==> src/rtl/cpu_ctrl_pkg.sv <==
// cpu_ctrl_pkg: state encodings, opcode/sub-op codes and instruction field positions for cpu_ctrl.
package cpu_ctrl_pkg;
    localparam logic [2:0] S_IDLE   = 3'd0;
    localparam logic [2:0] S_FETCH  = 3'd1;
    localparam logic [2:0] S_DECODE = 3'd2;
    localparam logic [2:0] S_EXEC   = 3'd3;
    localparam logic [2:0] S_WB     = 3'd4;
    localparam logic [2:0] S_OPND   = 3'd5;
    localparam logic [2:0] S_OUT    = 3'd6;
    localparam logic [2:0] S_HALT   = 3'd7;

    typedef enum logic [2:0] {
        OP_ADD, OP_SUB, OP_SHL, OP_SHR, OP_CLR, OP_OR, OP_AND, OP_SYS
    } alu_op_e;

    typedef enum logic [2:0] {
        SUB_LDI, SUB_OUT, SUB_HALT, SUB_BRZ
    } sys_sub_e;

    localparam int OP_MSB  = 7;
    localparam int OP_LSB  = 5;
    localparam int RD_MSB  = 4;
    localparam int RD_LSB  = 3;
    localparam int RS_MSB  = 2;
    localparam int RS_LSB  = 1;
    localparam int SUB_MSB = 2;
    localparam int SUB_LSB = 0;
endpackage

==> src/rtl/cpu_ctrl_regfile.sv <==
// cpu_regfile: 4x8 register file, two async read ports, one sync write port, async clear.
module cpu_regfile (
    input  logic       clk,
    input  logic       rst_n,
    input  logic [1:0] ra_addr,
    input  logic [1:0] rb_addr,
    output logic [7:0] ra_data,
    output logic [7:0] rb_data,
    input  logic       we,
    input  logic [1:0] wa,
    input  logic [7:0] wd
);
    logic [3:0][7:0] regs;

    assign ra_data = regs[ra_addr];
    assign rb_data = regs[rb_addr];

    always_ff @(posedge clk or negedge rst_n)
        if (!rst_n)
            regs <= '0;
        else if (we)
            regs[wa] <= wd;
endmodule

==> src/rtl/cpu_ctrl.sv <==
// cpu_ctrl: multi-cycle fetch/decode/execute controller issuing to an external 1-cycle ALU.
// Define CPU_CTRL_BRZ_EN to decode sub-op 011 as branch-if-zero; otherwise it is a NOP.
module cpu_ctrl
    import cpu_ctrl_pkg::*;
#(
    parameter int                  IMEM_AW  = 8,
    parameter logic [IMEM_AW-1:0]  RESET_PC = '0
) (
    input  logic               clk,
    input  logic               rst_n,
    output logic [IMEM_AW-1:0] imem_addr,
    output logic               imem_req,
    input  logic               imem_ack,
    input  logic [7:0]         imem_data,
    output logic [7:0]         alu_a,
    output logic [7:0]         alu_b,
    output logic [2:0]         alu_op,
    input  logic [7:0]         alu_result,
    output logic [7:0]         out_data,
    output logic               out_valid,
    input  logic               out_ready,
    output logic               halted,
    output logic               zflag
);
    logic [2:0]         state;
    logic [2:0]         dec_next;
    logic [IMEM_AW-1:0] pc;
    logic [7:0]         ir;
    logic [7:0]         ra_data;
    logic [7:0]         rb_data;
    logic [7:0]         rf_wd;
    logic [2:0]         sub;
    logic               sys;
    logic               is_ldi;
    logic               is_out;
    logic               is_brz;
    logic               rf_we;

    assign sub    = ir[SUB_MSB:SUB_LSB];
    assign sys    = ir[OP_MSB:OP_LSB] == OP_SYS;
    assign is_ldi = sys && sub == SUB_LDI;
    assign is_out = sys && sub == SUB_OUT;
`ifdef CPU_CTRL_BRZ_EN
    assign is_brz = sys && sub == SUB_BRZ;
`else
    assign is_brz = 1'b0;
`endif

    assign imem_req  = state == S_FETCH || state == S_OPND;
    assign imem_addr = pc;
    assign out_valid = state == S_OUT;
    assign halted    = state == S_HALT;

    always_comb begin
        dec_next = !sys                ? S_EXEC :
                   is_ldi || is_brz    ? S_OPND :
                   is_out              ? S_OUT  :
                   sub == SUB_HALT     ? S_HALT : S_FETCH;
        rf_we    = state == S_WB || (state == S_OPND && imem_ack && is_ldi);
        rf_wd    = state == S_WB ? alu_result : imem_data;
    end

    cpu_regfile u_regfile (
        .clk     (clk),
        .rst_n   (rst_n),
        .ra_addr (ir[RD_MSB:RD_LSB]),
        .rb_addr (ir[RS_MSB:RS_LSB]),
        .ra_data (ra_data),
        .rb_data (rb_data),
        .we      (rf_we),
        .wa      (ir[RD_MSB:RD_LSB]),
        .wd      (rf_wd)
    );

    always_ff @(posedge clk or negedge rst_n) begin
        if (!rst_n) begin
            state    <= S_IDLE;
            pc       <= RESET_PC;
            ir       <= '0;
            alu_a    <= '0;
            alu_b    <= '0;
            alu_op   <= '0;
            out_data <= '0;
            zflag    <= 1'b0;
        end else begin
            case (state)
                S_IDLE:   state <= S_FETCH;
                S_FETCH:  if (imem_ack) begin
                              ir    <= imem_data;
                              pc    <= pc + IMEM_AW'(1);
                              state <= S_DECODE;
                          end
                S_DECODE: begin
                              alu_a  <= ra_data;
                              alu_b  <= rb_data;
                              alu_op <= ir[OP_MSB:OP_LSB];
                              if (is_out)
                                  out_data <= ra_data;
                              state  <= dec_next;
                          end
                S_EXEC:   state <= S_WB;
                S_WB:     begin
                              zflag <= alu_result == 8'd0;
                              state <= S_FETCH;
                          end
                // operand byte: LDI data is written through the regfile port, BRZ target loads PC
                S_OPND:   if (imem_ack) begin
                              pc    <= (is_brz && zflag) ? IMEM_AW'(imem_data) : pc + IMEM_AW'(1);
                              state <= S_FETCH;
                          end
                S_OUT:    if (out_ready) state <= S_FETCH;
                default:  state <= S_HALT;
            endcase
        end
    end
endmodule

==> config.mk <==
export PLATFORM = sky130hd
export DESIGN_NAME = cpu_ctrl
export DESIGN_NICKNAME = d
export VERILOG_FILES = /design/src/rtl/cpu_ctrl_pkg.sv /design/src/rtl/cpu_ctrl_regfile.sv /design/src/rtl/cpu_ctrl.sv
export SDC_FILE = /design/constraint.sdc
export NUM_CORES = 1
export LEC_CHECK = 0
export CORE_UTILIZATION = 55
export CTS_BUF_LIST = sky130_fd_sc_hd__clkbuf_8
export DETAILED_ROUTE_END_ITERATION = 7
export GPL_ROUTABILITY_DRIVEN = 0
export GPL_TIMING_DRIVEN = 0
export PLACE_DENSITY = 0.86
export SLEW_MARGIN = 40
export SYNTH_ARGS = -nofsm -noshare
export SYNTH_HDL_FRONTEND = slang
export SYNTH_SLANG_ARGS = --single-unit
==> constraint.sdc <==
create_clock -name clk -period 2.1 [get_ports clk]
set_input_delay 0.21 -clock clk [delete_from_list [all_inputs] [get_ports clk]]
set_output_delay 0.21 -clock clk [all_outputs]
set_load 0.005 [all_outputs]
==> impl_metrics.csv <==
group,metric,value,unit
critical_path,start_kind,"flop",
min_path,hold_class,"in -> async",
sta,slew_headroom,51.37,%
synth,yosys_warnings,0,
critical_path,end_kind,"flop",
critical_path,reg2reg_depth,6,
cts,clk_latency,0.35,ns
synth,synthFlopType,"dfrtp_1",
cells_and_area,antenna_cells_inserted,0,
synth,synth_top_cell_area_share,53.74,%
drt,initialDrtViolationCount,82,
sta,timing.final.crit_share,97.20,%
outcome,status,"complete, no violations",
sta,slew_violations,0,
synth,async_flop_share,100.0,%
cells_and_area,final_common_cell,"dfrtp_1",
critical_path,crit_path_top_delay_cell,"or3b_2",
synth,synth_seq_area_share,53.74,%
floorplanning,core_area,6386,um2
cts,cts_num_sinks,79,
sta,setup_viol,0,
global_routing,use_met1,33.54,%
critical_path,crit_buf_inv,2,
synth,synth_edf_count,0,
synth,synth_area,3679,um2
run,cap_violations,0,
cells_and_area,fillCellCount,458,
sta,period_minus_slack,2.041,ns
global_routing,first_global_vias,2386,
drt,dr.pass1.iters,4,
global_routing,gr-total-overflow,0,
drt,routed_wirelength,7592,um
synth,ys_seq_elements,79,
floorplanning,fp.dieH,83.78,um
drt,antenna_left,0,
sta,worst-slew-pin-transition,0.7268,ns
sta,rsz0062_at_grt,"no",
cells_and_area,most-common-layout-cells,"79 x dfrtp_1, 75 x mux2_2, 57 x clkdlybuf4s50_1, 16 x mux4_2, 12 x nand2_1",
global_routing,grt_pass1_wl,12680,um
critical_path,startpoint,"state[0]",
floorplanning,start_util,57.60,%
global_routing,antenna_found_initial,0,
critical_path,cp_slowest_stage_delay,0.53,ns
critical_path,path_max_fanout,9,
floorplanning,core.rowCount,29,
cts,cts_htree_levels,3,
critical_path,crit_type,"reg -> reg",
synth,synth_area_leaders,"dfrtp_1 54%, mux2_2 23%, mux4_2 9.8%, xnor2_1 1.7%, nand2_1 1.2%",
power,leakage,2.115,nW
floorplanning,fp.dieArea,7019,um2
critical_path,r2r_end,"u_regfile.regs[29]",
cts,post_cts_buffers,0,
critical_path,cpMostUsedCell,"buf_6",
power,peakVddDrop,0.5217,mV
cells_and_area,postLayoutCoreUtil,72.10,%
global_routing,grt_use_met2,38.43,%
synth,synthCells,243,
drt,viasPerCell,5.854,
floorplanning,ios,59,
place,dp_hpwl,5213,um
critical_path,r2r_slack,0.06,ns
drt,wl_per_cell,19.17,um
critical_path,arrival,2.27,ns
critical_path,reg2reg_from,"state[0]",
global_routing,gr-usage-met3,3.759,%
global_routing,grt_max_degree,42,
floorplanning,die_w,83.78,um
critical_path,cp.required,2.33,ns
synth,yosys.area.top_type,"dfrtp_1",
cts,cts_buffer_depth,2,
synth,syn_avg_cell_area,15.14,um2
global_routing,grt_util_all_layers,24.20,%
sta,hold_viol_final,0,
cts,cts_buffers,9,
synth,synth_cell_types,33,
cells_and_area,fin_nets,335,
place,dpl-instance-area,4377,um2
sta,skew,0.009521,ns
global_routing,grt_busiest_layer,"met2",
cts,cts_tree,"done",
critical_path,crit_path_cell_trace,"buf_6 > or3b_2 > o41ai_4 > and3_4 > buf_6 > mux2_2",
critical_path,cp_top_family,"simple AND/OR/NAND/NOR gates",
cells_and_area,areaGrowthSynthToFinish,25.17,%
place,port_buffers,58,
drt,vias,2318,
synth,synthesis.nets,264,
cts,root_buffer,"clkbuf_8",
power,powerDensity,600.3,nW/um2
cts,cts.clk_slew.worst_paths,0.09,ns
cells_and_area,drive_above_1_share,39.50,%
sta,max_freq,489.9,MHz
cells_and_area,fin_area,4604,um2
drt,drc,0,
-- worst max-delay path by stage --
| stage | slack, ns | cells past startpoint | endpoint |
|---|---|---|---|
| 6_report | 0.06 | 6 | u_regfile.regs[29] |
| 5_1_grt | 0.0009 | 6 | u_regfile.regs[24] |
| 3_5_place_dp | -0.23 | 6 | u_regfile.regs[29] |
| 4_1_cts | 0.03 | 4 | u_regfile.regs[29] |
| 2_1_floorplan | 0.22 | 6 | u_regfile.regs[24] |
| 3_3_place_gp | -1.93 | 1 | alu_op[0] |
-- routing by layer --
layer	vias to the layer above	routed length [um]
li1	1045	-
met1	1196	3359
met2	63	3836
met3	14	264
met4	0	132
met5	-	0
-- sequential cells by signal, summed over array words and instances, names as in the netlist, 3 cells and up --
name / count
alu_a: 8
out_data: 8
ir: 8
alu_b: 8
alu_op: 3
imem_addr: 8
u_regfile.regs: 32
state: 3
-- synth_stat cells (2+ instances only) --
cell,n
nand4_1,2
nand2b_1,2
o21ai_0,2
buf_2,7
buf_6,2
nor2b_1,4
mux2_2,75
xnor2_1,7
nand3_1,5
and2_1,2
mux4_2,16
nand2_1,12
dfrtp_1,79
nor2_1,4
clkbuf_1,2
and3_1,3
nor4_1,2
nand3b_2,2
-- area by class of cell --
class	count	area, um2	area share (%)
Multi-Input combinational cell	153	1647	35.76
Tap cell	77	96.34	2.092
Clock inverter	6	70.07	1.522
Clock buffer	10	137.6	2.989
Timing Repair Buffer	60	611.8	13.29
Buffer	11	65.06	1.413
Sequential cell	79	1977	42.93
-- logic make-up (layout without fill, tap and decap cells) --
family          after synthesis  in the layout  synth area share [%]
mux                          91             91                 32.76
flops                        79             79                 53.74
simple gates                 45             45                 7.415
buf+inv                      11             87                 1.769
compound gates                8              8                 2.075
xor+xnor                      8              8                 1.905
fa+ha+maj                     1              1                0.3401
-- timing repair --
item                                   in CTS  in global routing
setup endpoints to repair                   0                 32
resized for setup                           0                  2
hold buffers                                1                  0
endpoints found under the hold margin      38                  0
-- power breakdown --
group	switching [mW]	internal (mW)
Sequential	0	1.52
Combinational	0.0530	0.0444
Clock	0.559	0.587
Total	0.612	2.15
-- metrics by stage --
step           power, mW  cells  setup TNS [ns]  worst slack, ns  hold slack (ns)
4_1_cts            2.789    396               0          0.02866           0.3246
5_1_grt            2.855    396               0        0.0008580           0.3366
3_5_place_dp       1.647    379          -5.029          -0.2252           0.1404
3_3_place_gp       1.642    378         -154.95           -1.928           0.4601
6_report           2.764    396               0          0.05887           0.3169
2_1_floorplan      1.564    243               0           0.2199         -0.08559
(Power assumes the default switching activity.)
